--- config.mk ---
export PLATFORM = sky130hd
export DESIGN_NAME = msg_codec_stream
export DESIGN_NICKNAME = d
export VERILOG_FILES = /design/src/rtl/kyber_codec_pkg.sv /design/src/rtl/msg_lane_codec.sv /design/src/rtl/msg_codec_stream.sv
export SDC_FILE = /design/constraint.sdc
export NUM_CORES = 1
export LEC_CHECK = 0
export CAP_MARGIN = 25
export CORE_AREA = 2 2 283 285
export CTS_CLUSTER_DIAMETER = 150
export DETAILED_ROUTE_END_ITERATION = 7
export DIE_AREA = 0 0 285 287
export PLACE_DENSITY = 0.41
export SLEW_MARGIN = 10
export SYNTH_ARGS = -nofsm -noshare
export SYNTH_HDL_FRONTEND = slang
export SYNTH_SLANG_ARGS = --single-unit
--- constraint.sdc ---
create_clock -name clk -period 2.9 [get_ports clk]
set_input_delay 0.58 -clock clk [delete_from_list [all_inputs] [get_ports clk]]
set_output_delay 0.58 -clock clk [all_outputs]
set_load 0.01 [all_outputs]
--- src/rtl/kyber_codec_pkg.sv ---
// Shared types and the Kyber 1-bit compress/decompress rules used by the message codec.
// The thresholds come from the modulus argument, so a different Q needs no new constants.
package kyber_codec_pkg;

  localparam int unsigned KYBER_Q      = 3329;
  localparam int unsigned KYBER_COEF_W = 12;

  typedef enum logic [1:0] {
    IDLE    = 2'd0,
    DEC_OUT = 2'd1,
    ENC_IN  = 2'd2,
    ENC_OUT = 2'd3
  } state_t;

  typedef logic [KYBER_COEF_W-1:0] coef_t;

  // round(2x/q) mod 2 is 1 exactly on the band ceil(q/4) .. floor(3q/4)
  function automatic logic compress1(coef_t x, int unsigned q = KYBER_Q);
    int unsigned lo;
    int unsigned hi;
    lo = (q + 3) / 4;
    hi = (3 * q) / 4;
    return (32'(x) >= lo) && (32'(x) <= hi);
  endfunction

  function automatic coef_t decompress1(logic b, int unsigned q = KYBER_Q);
    return b ? coef_t'((q + 1) / 2) : coef_t'(0);
  endfunction

endpackage

--- src/rtl/msg_lane_codec.sv ---
// Combinational LANES-wide Compress_1 / Decompress_1 with an out-of-range flag.
module msg_lane_codec
  import kyber_codec_pkg::*;
#(
  parameter int          LANES  = 8,
  parameter int          COEF_W = 12,
  parameter int unsigned Q      = KYBER_Q
) (
  input  logic [LANES-1:0]        dec_bits,
  output logic [LANES*COEF_W-1:0] dec_coefs,
  input  logic [LANES*COEF_W-1:0] enc_coefs,
  output logic [LANES-1:0]        enc_bits,
  output logic                    enc_range_err
);

  logic [LANES-1:0] lane_oob;

  genvar gi;
  generate
    for (gi = 0; gi < LANES; gi++) begin : g_lane
      coef_t x;
      assign x             = enc_coefs[gi*COEF_W +: COEF_W];
      assign lane_oob[gi]  = (32'(x) >= Q);
      // Out-of-range inputs are forced to 0 rather than trusting the band test
      assign enc_bits[gi]  = !lane_oob[gi] && compress1(x, Q);
      assign dec_coefs[gi*COEF_W +: COEF_W] = decompress1(dec_bits[gi], Q);
    end
  endgenerate

  assign enc_range_err = |lane_oob;

endmodule

--- src/rtl/msg_codec_stream.sv ---
// Streaming Kyber message codec: DECODE turns an N-bit message into coefficient beats,
// ENCODE compresses coefficient beats back into an N-bit message.
module msg_codec_stream
  import kyber_codec_pkg::*;
#(
  parameter int          N      = 256,
  parameter int unsigned Q      = KYBER_Q,
  parameter int          COEF_W = 12,
  parameter int          LANES  = 8,
  parameter int unsigned HALF_Q = (Q + 1) / 2
) (
  input  logic                    clk,
  input  logic                    rst_n,
  input  logic                    mode,
  input  logic [N-1:0]            msg_in,
  input  logic                    msg_in_valid,
  output logic                    msg_in_ready,
  input  logic [LANES*COEF_W-1:0] coef_in,
  input  logic                    coef_in_valid,
  output logic                    coef_in_ready,
  output logic [LANES*COEF_W-1:0] coef_out,
  output logic                    coef_out_valid,
  input  logic                    coef_out_ready,
  output logic                    coef_out_last,
  output logic [N-1:0]            msg_out,
  output logic                    msg_out_valid,
  input  logic                    msg_out_ready,
  output logic                    busy,
  output logic                    range_err
);

  localparam int BEATS = N / LANES;
  localparam int CNT_W = (BEATS > 1) ? $clog2(BEATS) : 1;
  localparam logic [CNT_W-1:0] LAST_BEAT = CNT_W'(BEATS - 1);

  generate
    if (N % LANES != 0) begin : g_bad_lanes
      $error("msg_codec_stream: N must be a multiple of LANES");
    end
    if (COEF_W != KYBER_COEF_W) begin : g_bad_coef_w
      $error("msg_codec_stream: COEF_W must match kyber_codec_pkg::coef_t");
    end
    if (HALF_Q != (Q + 1) / 2) begin : g_bad_half_q
      $error("msg_codec_stream: HALF_Q must equal (Q+1)/2");
    end
  endgenerate

  state_t             state_reg;
  state_t             state_next;
  logic [CNT_W-1:0]   beat_cnt_reg;
  logic [N-1:0]       msg_reg;
  logic [N-1:0]       msg_shift_next;
  logic [N-1:0]       msg_absorb_next;
  logic               range_err_reg;
  logic               beat_last;
  logic               msg_in_fire;
  logic               coef_in_fire;
  logic               coef_out_fire;

  logic [LANES*COEF_W-1:0] dec_coefs;
  logic [LANES-1:0]        enc_bits;
  logic                    enc_range_err;

  // msg_reg is a shift register: DECODE consumes the low LANES bits each beat,
  // ENCODE shifts new bits in at the top so beat 0 ends up at bit 0.
  msg_lane_codec #(
    .LANES  (LANES),
    .COEF_W (COEF_W),
    .Q      (Q)
  ) u_lane_codec (
    .dec_bits      (msg_reg[LANES-1:0]),
    .dec_coefs     (dec_coefs),
    .enc_coefs     (coef_in),
    .enc_bits      (enc_bits),
    .enc_range_err (enc_range_err)
  );

  assign beat_last = (beat_cnt_reg == LAST_BEAT);

  always_comb begin
    msg_shift_next  = msg_reg >> LANES;
    msg_absorb_next = msg_shift_next;
    msg_absorb_next[N-1 -: LANES] = enc_bits;
  end

  always_ff @(posedge clk) begin
    if (!rst_n) begin
      state_reg <= IDLE;
    end else begin
      state_reg <= state_next;
    end
  end

  always_comb begin
    state_next     = state_reg;
    msg_in_ready   = 1'b0;
    coef_in_ready  = 1'b0;
    coef_out_valid = 1'b0;
    msg_out_valid  = 1'b0;
    case (state_reg)
      IDLE: begin
        msg_in_ready  = !mode;
        coef_in_ready = mode;
        if (!mode && msg_in_valid) begin
          state_next = DEC_OUT;
        end else if (mode && coef_in_valid) begin
          state_next = beat_last ? ENC_OUT : ENC_IN;
        end
      end
      DEC_OUT: begin
        coef_out_valid = 1'b1;
        if (coef_out_ready && beat_last) begin
          state_next = IDLE;
        end
      end
      ENC_IN: begin
        coef_in_ready = 1'b1;
        if (coef_in_valid && beat_last) begin
          state_next = ENC_OUT;
        end
      end
      ENC_OUT: begin
        msg_out_valid = 1'b1;
        if (msg_out_ready) begin
          state_next = IDLE;
        end
      end
      default: state_next = IDLE;
    endcase
  end

  assign msg_in_fire   = msg_in_valid && msg_in_ready;
  assign coef_in_fire  = coef_in_valid && coef_in_ready;
  assign coef_out_fire = coef_out_valid && coef_out_ready;

  always_ff @(posedge clk) begin
    if (!rst_n) begin
      beat_cnt_reg  <= '0;
      msg_reg       <= '0;
      range_err_reg <= 1'b0;
    end else begin
      if (msg_in_fire) begin
        msg_reg      <= msg_in;
        beat_cnt_reg <= '0;
      end
      if (coef_in_fire) begin
        msg_reg      <= msg_absorb_next;
        beat_cnt_reg <= beat_last ? '0 : beat_cnt_reg + 1'b1;
        if (enc_range_err) begin
          range_err_reg <= 1'b1;
        end
      end
      if (coef_out_fire) begin
        msg_reg      <= msg_shift_next;
        beat_cnt_reg <= beat_last ? '0 : beat_cnt_reg + 1'b1;
      end
    end
  end

  // Payloads read as zero whenever their valid is low
  assign coef_out      = coef_out_valid ? dec_coefs : '0;
  assign coef_out_last = coef_out_valid && beat_last;
  assign msg_out       = msg_out_valid ? msg_reg : '0;
  assign busy          = (state_reg != IDLE);
  assign range_err     = range_err_reg;

endmodule

# Word-level counts from Yosys, hierarchy flattened
# Cells that the tools add are included.
[classes]
n_mux = 28
bitwise_logic = 1
reduce_logical = 41
eq_ne = 8
n_lt_le_gt_ge = 24
add_sub_neg = 1
[ops]
columns = ["cell", "n"]
rows = [
  ["256-bit 2-to-1 mux", 3],
  ["248-bit 2-to-1 mux", 1],
  ["12-bit by 10-bit >= comparator with 1-bit output, second input constant", 8],
  ["12-bit >= comparator, second input constant", 8],
  ["12-bit <= comparator, second input constant", 8],
  ["96-bit 2-to-1 mux", 1],
  ["11-bit 2-to-1 mux", 8],
  ["1-bit logical AND", 24],
  ["5-bit 2-to-1 mux", 4],
  ["2-bit 2-to-1 mux", 5],
  ["1-bit logical NOT", 9],
  ["2-bit one-hot mux with 4 select lines", 1],
  ["8-bit OR reduction", 1],
  ["2-bit != test, second input constant", 3],
  ["5-bit by 1-bit adder with 5-bit output, second input constant", 1],
  ["5-bit == test, second input constant", 1],
  ["2-bit == test, second input constant", 2],
  ["1-bit 2-to-1 mux", 4],
  ["4-bit AND reduction", 1],
  ["2-bit nonzero test", 2],
  ["3-bit != test, second input constant", 1],
  ["3-bit nonzero test", 1],
  ["2-bit by 1-bit == test with 1-bit output, second input constant", 1],
  ["2-bit logical NOT", 1],
  ["4 further kinds", 4],
]
[totals]
regBits = 264
output_inout_bits = 359
elab_cells = 108

# Depth between registers and ports, before layout
# Gate-level depths: netlist of the first run.
[logic_depth]
depth_word = 6
mapped_depth = 8
ltp_nobuf = 7

# Cells and area by module
# Synthesis of the first run repeated with hierarchy kept, for this count alone.
[hier_totals]
hier_cells = 2087
hier_area_um2 = 15137.0
[modules_own_cells]
columns = ["module", "seq_area_each_um2", "cells_per_inst", "area_each_um2", "instances"]
rows = [
  ["msg_codec_stream", 5285.1, 1895, 13778.2, 1],
  ["msg_lane_codec", 0.0, 192, 1358.8, 1],
]

# Worst setup path after synthesis of the first run
# OpenSTA, ideal clock, no wires.
[synth_path]
path_kind = "input port to flip-flop"
start = "input port coef_in[74]"
end = "register msg_reg[254]"
t_arrival_ns = 1.873
setup_time_ns = 0.086
path_buffers = 0
cell_stages = 5
slack_ns = 0.941
path_cell_list = "or4_4 > o31ai_4 > nor2_1 > a211o_1 > a221oi_2"
[synth_via]
elab_chain_len = 4
[synth_lines]
columns = ["element", "line", "text"]
rows = [
  ["from (decl)", "msg_codec_stream.sv:18", "input logic [LANES*COEF_W-1:0] coef_in,"],
  ["12-bit >= comparator, or another cell as far along", "msg_lane_codec.sv:23", "assign lane_oob[gi] = (32'(x) >= Q);"],
  ["1-bit logical NOT / 1-bit logical AND (equally long branches)", "msg_lane_codec.sv:25, kyber_codec_pkg.sv:23", ""],
  ["1-bit logical AND *", "msg_lane_codec.sv:25", "assign enc_bits[gi] = !lane_oob[gi] && compress1(x, Q);"],
  ["256-bit 2-to-1 mux *", "msg_codec_stream.sv:146", "if (coef_in_fire) begin"],
  ["to (signal assigned)", "msg_codec_stream.sv:143", "msg_reg <= msg_in;"],
  ["to (signal assigned)", "msg_codec_stream.sv:147", "msg_reg <= msg_absorb_next;"],
  ["to (signal assigned)", "msg_codec_stream.sv:154", "msg_reg <= msg_shift_next;"],
  ["to (decl)", "msg_codec_stream.sv:51", "logic [N-1:0] msg_reg;"],
]
# Every way passes the cells marked *; elsewhere a longest branch is shown, timed or not.
# A chain may end at the register's enable or synchronous reset.

# Worst setup path after layout of the first run
[layout_path]
start = "register state_reg[0]"
end = "output port msg_out[51]"
[layout_via]
elab_chain_len = 3
[layout_lines]
columns = ["element", "line", "text"]
rows = [
  ["from (decl)", "msg_codec_stream.sv:48", "state_t state_reg;"],
  ["from (signal assigned)", "msg_codec_stream.sv:90", "state_reg <= state_next;"],
  ["2-bit == test", "msg_codec_stream.sv:100", "case (state_reg)"],
  ["1-bit 2-to-1 mux", "msg_codec_stream.sv:100", ""],
  ["256-bit 2-to-1 mux", "msg_codec_stream.sv:163", "assign msg_out = msg_out_valid ? msg_reg : '0;"],
  ["to (decl)", "msg_codec_stream.sv:25", "output logic [N-1:0] msg_out,"],
]
# No other way between the ends.

==> results.json, run 1 <==
{
  "dp_hpwl_mm": 55.79,
  "synthDistinctLibCells": 47,
  "cts_tree": "built",
  "cp.required_ns": 2.32,
  "path_clk_slew_ns": 0.05,
  "worstMarginPinSlew_ns": 0.6703,
  "yosys.cell_count.top_type": "nand2_1",
  "coreArea_um2": 78610,
  "status": "finished clean",
  "critPathKind": "register to output port",
  "fp.dieArea_um2": 81800,
  "synth-seq-area-share_pct": 37.36,
  "synth_common_cells": "270 x nand2_1, 264 x dfxtp_1, 260 x and3_1",
  "worstPathCellList": "buf_4 -> buf_16 -> and3_1 -> clkdlybuf4s50_1",
  "die_width_um": 285,
  "hold_viol_final": 0,
  "placedCellCount": 3289,
  "drc_errors": 0,
  "setup_slack_ns": 0.04710,
  "synth-edff-count": 0,
  "path_delay_family": "buffers and inverters",
  "drv_cap": 0,
  "post-route-period-util_pct": 98.38,
  "synth-seq-cells": 264,
  "grt_max_degree": 113,
  "syn_area_per_cell_um2": 8.171,
  "hold_buffers": 0,
  "antenna_found_initial": 14,
  "maxSlewViolCount": 0,
  "h-tree-depth": 2,
  "crit_fanout": 92,
  "fin_crit_ns": 2.853,
  "vias": 15220,
  "synth_cells": 1731,
  "layout-drive-gt1-share_pct": 5.760,
  "syn_to_final_growth_pct": 62.63,
  "portBuffers": 653,
  "largest_reg_flops": 256,
  "track_usage_pct": 17.45,
  "synth_top_area_cell": "dfxtp_1",
  "nFillCells": 8328,
  "grt_pass1_vias": 15660,
  "routed_wl_mm": 74.90,
  "rsz0062_at_grt": "yes",
  "rows": 103,
  "cts_buffers": 37,
  "gr-total-overflow": 0,
  "arrival_ns": 2.27,
  "start_util_pct": 17.99,
  "cts_root_buf": "clkbuf_16",
  "avgRoutedWirePerCell_um": 22.23,
  "start_kind": "register",
  "clkLatencyLatePin_ns": 0.55,
  "fin_cells": 3369,
  "finClkSkew_ns": 0.01722,
  "ir_drop_uv": 304.6,
  "synth_area_leaders": "dfxtp_1 37%, a21boi_0 14%, a22oi_1 13%",
  "finalSetupTns_ns": 0,
  "yosysWarnings": 0,
  "nets": 2645,
  "ant_nets": 0,
  "via_per_inst": 4.519,
  "place_ws_ns": 0.1460,
  "end_kind": "output port",
  "gp_congestion": 0.8319,
  "hp-class": "register to register",
  "max_stage_delay_ns": 0.55,
  "ys.flop_type": "dfxtp_1",
  "async_reset_ff_share_pct": 0,
  "critPathBufInv": 3,
  "finalSetupViolCount": 0,
  "dr.pass1.iters": 5,
  "syn_area_um2": 14140,
  "slew_headroom_pct": 54.90,
  "cp_slowest_cell": "clkdlybuf4s50_1",
  "cellPowerDensity_nw_per_um2": 478.8,
  "num_io_pins": 718,
  "dr.first_iter.drc_count": 959,
  "synth.top_cell.area_share_pct": 37.36,
  "fp.dieH_um": 287,
  "grt_pass1_wl_mm": 108.0,
  "cts.sinks": 264,
  "p_leak_nw": 9.045,
  "clk_path_buf_depth": 3,
  "fmax_mhz": 350.5
}
## path summary, 6_finish.rpt
path         slack (ns)                      start                       end  cells past startpoint
max                0.05  state_reg[0]$_SDFFE_PN0P_               msg_out[51]                      4
max reg2reg        0.53  state_reg[0]$_SDFFE_PN0P_  msg_reg[40]$_SDFFE_PN0P_                      7
min                0.48   msg_reg[55]$_SDFFE_PN0P_  msg_reg[55]$_SDFFE_PN0P_                      2
min reg2reg        0.48   msg_reg[55]$_SDFFE_PN0P_  msg_reg[55]$_SDFFE_PN0P_                      2
## metal layers
layer | up-vias | wire length [um] | GRT usage, %
met5 | - | 41 | 0
met4 | 6 | 1863 | 5.262
met3 | 89 | 5155 | 4.794
met2 | 502 | 36720 | 30.11
met1 | 7372 | 31110 | 21.08
li1 | 7255 | - | -
## what timing repair did
action                                  in CTS  in global routing
endpoints found under the setup margin     122                 56
buffers inserted                             5                  0
gates cloned                                 1                  0
pin swaps                                    0                  0
gates resized for setup                     20                 28
## cell families after synthesis
family	Yosys count	synth area share, %
other	1	0.02651
adders and majority gates	2	0.1769
DFF	264	37.36
muxes	5	0.3538
buffers and inverters	269	9.934
and+or+nand+nor	626	22.40
AOI/OAI and AO/OA	564	29.75
## where the power goes
part | switching (W) | leakage (nW) | internal, W
sequential | 0.000269 | 2.16 | 0.00388
combinational | 0.00118 | 6.29 | 0.000985
clock | 0.00184 | 0.604 | 0.00286
total | 0.00329 | 9.04 | 0.00773
## layout make-up
cell class	instances	area (um^2)	share of cell area, %
clock inverter	10	153.9	0.6690
tap	1050	1314	5.711
clock buffer	54	1081	4.699
multi-input combinational	1261	7746	33.67
antenna	10	25.02	0.1088
timing repair buffer	710	7353	31.97
sequential	264	5293	23.01
inverter	10	37.54	0.1632
## stage by stage
step           area [um^2]  hold slack [ns]  util (%)  total power (W)
6_report             23000           0.4762     29.26          0.01101
4_1_cts              22900           0.4412     29.13          0.01123
3_3_place_gp         21560           0.4629     27.42         0.006367
5_1_grt              22990           0.4578     29.25          0.01157
3_5_place_dp         21560           0.4711     27.42         0.006379
2_1_floorplan        14380           0.4477         -         0.005162
## tightest hold or removal path: stages (launching register included)
cell,delay [ns]
dfxtp_1,0.31
nand2_1,0.05
a21boi_0,0.06
## placed cells by master, fill, tap and decap left out, drive strengths merged, types with 11 or more instances in the layout
master           n
nor2            31
clkdlybuf4s50  629
nand2          270
inv             11
conb            64
a22oi          246
a21boi         255
and3           260
dlymetal6s2s    17
buf             57
dfxtp          264
and2            11
clkbuf          54
nand3           13
a21oi           13
(Power assumes the default switching activity.)
==> inputs of run 2 (changes only) <==
Settings changed: CTS_CLUSTER_SIZE set to 10.
==> run 2 against run 1 <==
Die area stayed put. Global-route usage rose by 0.26 points. Sequential power is essentially flat. Critical path depth unchanged. Critical path type unchanged. Count of clock-buffer cells in the layout shrank 21.
==> results.json, run 2 (synthesis results as in run 1) <==
{
  "critPathKind": "register to output port",
  "drv_cap": 0,
  "utilization_pct": 29.00,
  "fmax_mhz": 347.5,
  "p_leak_nw": 9.428,
  "layout_common_cells": "598 x clkdlybuf4s50_1, 270 x nand2_1, 262 x dfxtp_1, 255 x and3_1, 255 x a21boi_0",
  "cp_slowest_cell": "clkdlybuf4s50_1",
  "num_io_pins": 718,
  "h-tree-depth": 1,
  "start_kind": "register",
  "vias": 15260,
  "finalSetupViolCount": 0,
  "drc_errors": 0,
  "gp_congestion": 0.8319,
  "layout-drive-gt1-share_pct": 5.162,
  "largest_reg_flops": 256,
  "start_util_pct": 17.99,
  "ir_drop_uv": 422.6,
  "hold_buffers": 0,
  "layout_commonest_cell": "clkdlybuf4s50_1",
  "rows": 103,
  "arrival_ns": 2.30,
  "grt_max_degree": 111,
  "ant_nets": 0,
  "cp.required_ns": 2.32,
  "cts_buffers": 30,
  "via_per_inst": 4.559,
  "track_usage_pct": 17.71,
  "cellPowerDensity_nw_per_um2": 433.1,
  "hp-class": "primary input to register",
  "fp.dieArea_um2": 81800,
  "syn_to_final_growth_pct": 61.18,
  "worstMarginPinSlew_ns": 0.6359,
  "antenna_found_initial": 13,
  "max_stage_delay_ns": 0.61,
  "path_delay_family": "buffers and inverters",
  "path_clk_slew_ns": 0.06,
  "cts_tree": "built",
  "post-route-period-util_pct": 99.24,
  "maxSlewViolCount": 0,
  "grt_pass1_wl_mm": 109.5,
  "cts.sinks": 264,
  "dp_hpwl_mm": 55.79,
  "clk_path_buf_depth": 3,
  "status": "finished clean",
  "coreArea_um2": 78610,
  "cpMostUsedCell": "buf_12",
  "crit_fanout": 30,
  "critPathBufInv": 3,
  "fp.dieH_um": 287,
  "grt_pass1_vias": 15670,
  "cts_root_buf": "clkbuf_16",
  "hold_viol_final": 0,
  "avgRoutedWirePerCell_um": 22.92,
  "rsz0062_at_grt": "yes",
  "portBuffers": 653,
  "dr.first_iter.drc_count": 982,
  "setup_slack_ns": 0.02209,
  "slew_headroom_pct": 57.21,
  "die_width_um": 285,
  "worstPathCellList": "buf_12 -> buf_12 -> and3_1 -> clkdlybuf4s50_1",
  "gr-total-overflow": 0,
  "finClkSkew_ns": 0.01674,
  "fin_crit_ns": 2.878,
  "dr.pass1.iters": 5,
  "clkLatencyLatePin_ns": 0.58,
  "nets": 2645,
  "end_kind": "output port",
  "routed_wl_mm": 76.72,
  "place_ws_ns": 0.1460
}
==> run 2: cell count changes in the layout (fill, tap and decap cells not counted), sizes merged, moves of 3 or more <==
cell	before	now
clkinv	5	1
clkbuf	54	34
dlygate4sd2	5	10
dlymetal6s2s	17	43
clkdlybuf4s50	629	598
bufinv	3	0
buf	57	64
==> run 2: power breakdown <==
part	switching [W]	total [W]	internal (W)
Combinational	0.00121	0.00225	0.00103
Clock	0.00160	0.00347	0.00187
Sequential	0.000275	0.00416	0.00388
Total	0.00309	0.00987	0.00679
==> run 2: path summary, 6_finish.rpt <==
path / slack, ns / cells past startpoint / to / from
hold / removal: 0.45 / 2 / msg_reg[97]$_SDFFE_PN0P_ / rst_n
hold reg to reg: 0.48 / 2 / msg_reg[46]$_SDFFE_PN0P_ / msg_reg[46]$_SDFFE_PN0P_
setup reg to reg: 0.49 / 7 / msg_reg[40]$_SDFFE_PN0P_ / state_reg[1]$_SDFFE_PN0P_
setup / recovery: 0.02 / 4 / msg_out[120] / state_reg[1]$_SDFFE_PN0P_
==> run 2: metal layers <==
layer / GRT usage, % / up-vias / wire length (um) / share of wire (%)
met4: 4.319 / 6 / 1855 / 2.4
li1: - / 7228 / - / -
met2: 30.85 / 568 / 37530 / 49
met5: 0 / - / 41 / 0.053
met1: 21.67 / 7366 / 31810 / 41
met3: 4.659 / 92 / 5493 / 7.2
==> run 2: area by class of cell <==
type	instances	area (um^2)
Tap cell	1050	1314
Sequential cell	264	5293
Inverter	10	37.54
Antenna cell	11	27.53
Timing Repair Buffer	717	7597
Fill cell	8315	55810
Multi-Input combinational cell	1261	7737
Clock buffer	33	783.3
Clock inverter	1	8.758
==> run 2: timing repair <==
item,CTS,global route
cloned,5,1
buffers inserted,7,0
setup endpoints to repair,207,144
resized for setup,33,56
==> run 2: stage by stage <==
stage / std cells / power (W) / area (um^2) / hold slack, ns / TNS, ns
2_1_floorplan: 1794 / 0.005162 / 14380 / 0.4477 / 0
3_3_place_gp: 3289 / 0.006367 / 21560 / 0.4629 / 0
3_5_place_dp: 3289 / 0.006379 / 21560 / 0.4711 / 0
4_1_cts: 3335 / 0.01009 / 22630 / 0.3918 / -0.3447
5_1_grt: 3341 / 0.01041 / 22780 / 0.4329 / -0.8950
6_report: 3347 / 0.009874 / 22800 / 0.4526 / 0
==> inputs of run 3 (changes only) <==
Settings changed: CTS_CLUSTER_DIAMETER 150 to 80.
==> run 3 against run 2 <==
First-iteration DRC count up 2.2%. Global-route usage down 0.29 points. Via count up 0.26%. Maximum frequency up 0.61%. Core utilization about the same. Critical path depth unchanged. Final cell count about the same. Sequential share of layout area about the same. Power up 4.6%. Clock power up 16%. Worst setup slack better by 0.017 ns.
==> results.json, run 3 (synthesis results as in run 1) <==
{
  "track_usage_pct": 17.42,
  "cts_root_buf": "clkbuf_16",
  "cp_slowest_cell": "clkdlybuf4s50_1",
  "start_util_pct": 17.99,
  "post-route-period-util_pct": 98.64,
  "drv_cap": 0,
  "max_stage_delay_ns": 0.55,
  "slew_headroom_pct": 59.04,
  "finClkSkew_ns": 0.02501,
  "rows": 103,
  "routed_wl_mm": 75.01,
  "critPathBufInv": 3,
  "layout_common_cells": "628 x clkdlybuf4s50_1, 270 x nand2_1, 262 x dfxtp_1, 255 x a21boi_0, 253 x and3_1",
  "grt_pass1_vias": 15630,
  "arrival_ns": 2.28,
  "worstPathCellList": "buf_4 -> buf_16 -> and3_1 -> clkdlybuf4s50_1",
  "path_delay_family": "buffers and inverters",
  "end_kind": "output port",
  "p_leak_nw": 8.944,
  "maxSlewViolCount": 0,
  "syn_to_final_growth_pct": 60.92,
  "dr.first_iter.drc_count": 1004,
  "vias": 15300,
  "die_width_um": 285,
  "worstMarginPinSlew_ns": 0.6088,
  "postPlaceCellArea_um2": 21560,
  "avgRoutedWirePerCell_um": 22.39,
  "status": "finished clean",
  "hold_ws_ns": 0.4754,
  "ir_drop_uv": 296.0,
  "fp.dieH_um": 287,
  "ant_nets": 0,
  "hp-class": "register to register",
  "fmax_mhz": 349.6,
  "nets": 2643,
  "clkLatencyLatePin_ns": 0.54,
  "largest_reg_flops": 256,
  "fp.dieArea_um2": 81800,
  "rsz0062_at_grt": "yes",
  "portBuffers": 653,
  "start_kind": "register",
  "cts_buffers": 35,
  "critPathKind": "register to output port",
  "dr.pass1.iters": 5,
  "path_clk_slew_ns": 0.06,
  "layout_commonest_cell": "clkdlybuf4s50_1",
  "antenna_found_initial": 12,
  "num_io_pins": 718,
  "cts_tree": "built",
  "fin_crit_ns": 2.861,
  "dp_hpwl_mm": 55.79,
  "layout-drive-gt1-share_pct": 5.366,
  "cts.sinks": 264,
  "finalSetupViolCount": 0,
  "cp.required_ns": 2.32,
  "clk_path_buf_depth": 3,
  "via_per_inst": 4.567,
  "utilization_pct": 28.95,
  "crit_fanout": 92,
  "drc_errors": 0,
  "hold_viol_final": 0,
  "gr-total-overflow": 0,
  "coreArea_um2": 78610,
  "fin_area_um2": 22760,
  "gp_congestion": 0.8319,
  "grt_pass1_wl_mm": 107.9,
  "h-tree-depth": 2,
  "grt_max_degree": 113,
  "cellPowerDensity_nw_per_um2": 453.7
}
==> run 3: per-stage QoR <==
step	power (W)	TNS (ns)	worst slack, ns	std cells
global placement	0.006367	0	0.1711	3289
global route	0.01085	-0.2213	-0.03227	3347
CTS	0.01054	-0.0007103	-0.0007103	3342
finish	0.01033	0	0.03949	3350
detailed placement	0.006379	0	0.1460	3289
floorplan	0.005162	0	0.9407	1794
==> run 3: worst register-to-register path, delay by kind of cell (launching register included) <==
family	cells	cell delay, ns
flops	1	0.34
buf+inv	3	0.72
compound gates	3	1.02
simple gates	1	0.22
==> run 3: cell type report <==
cell class	instances	area, um^2
clock buffer	40	925.9
timing repair buffer	710	7356
sequential	264	5293
clock inverter	7	65.06
fill	8344	55850
antenna	8	20.02
multi-input combinational	1261	7751
tap	1050	1314
inverter	10	37.54
==> run 3: final timing paths <==
check | slack [ns] | to | from | cells past startpoint
worst max register to register | 0.50 | msg_reg[40]$_SDFFE_PN0P_ | state_reg[0]$_SDFFE_PN0P_ | 7
worst min-delay path | 0.48 | msg_reg[55]$_SDFFE_PN0P_ | msg_reg[55]$_SDFFE_PN0P_ | 2
worst min register to register | 0.48 | msg_reg[55]$_SDFFE_PN0P_ | msg_reg[55]$_SDFFE_PN0P_ | 2
worst max-delay path | 0.04 | msg_out[47] | state_reg[0]$_SDFFE_PN0P_ | 4
==> run 3: routing by layer <==
metal,part of all wire (%),GRT usage [%]
met5,0.055,0
met4,2.2,4.804
met3,6.8,4.437
met2,49,30.34
met1,41,21.20
==> run 3: repair_timing <==
| item | in CTS | in global routing |
|---|---|---|
| setup buffers | 5 | 0 |
| pin swaps | 0 | 1 |
| gates resized for setup | 22 | 28 |
| cloned | 1 | 0 |
| setup endpoints to repair | 129 | 53 |
| hold buffers | 0 | 0 |
==> run 3: power by group <==
part,internal (W),leakage [nW],switching [W]
registers,0.00388,2.16,0.000270
logic,0.000985,6.30,0.00118
clock network,0.00227,0.487,0.00174
total,0.00713,8.94,0.00319
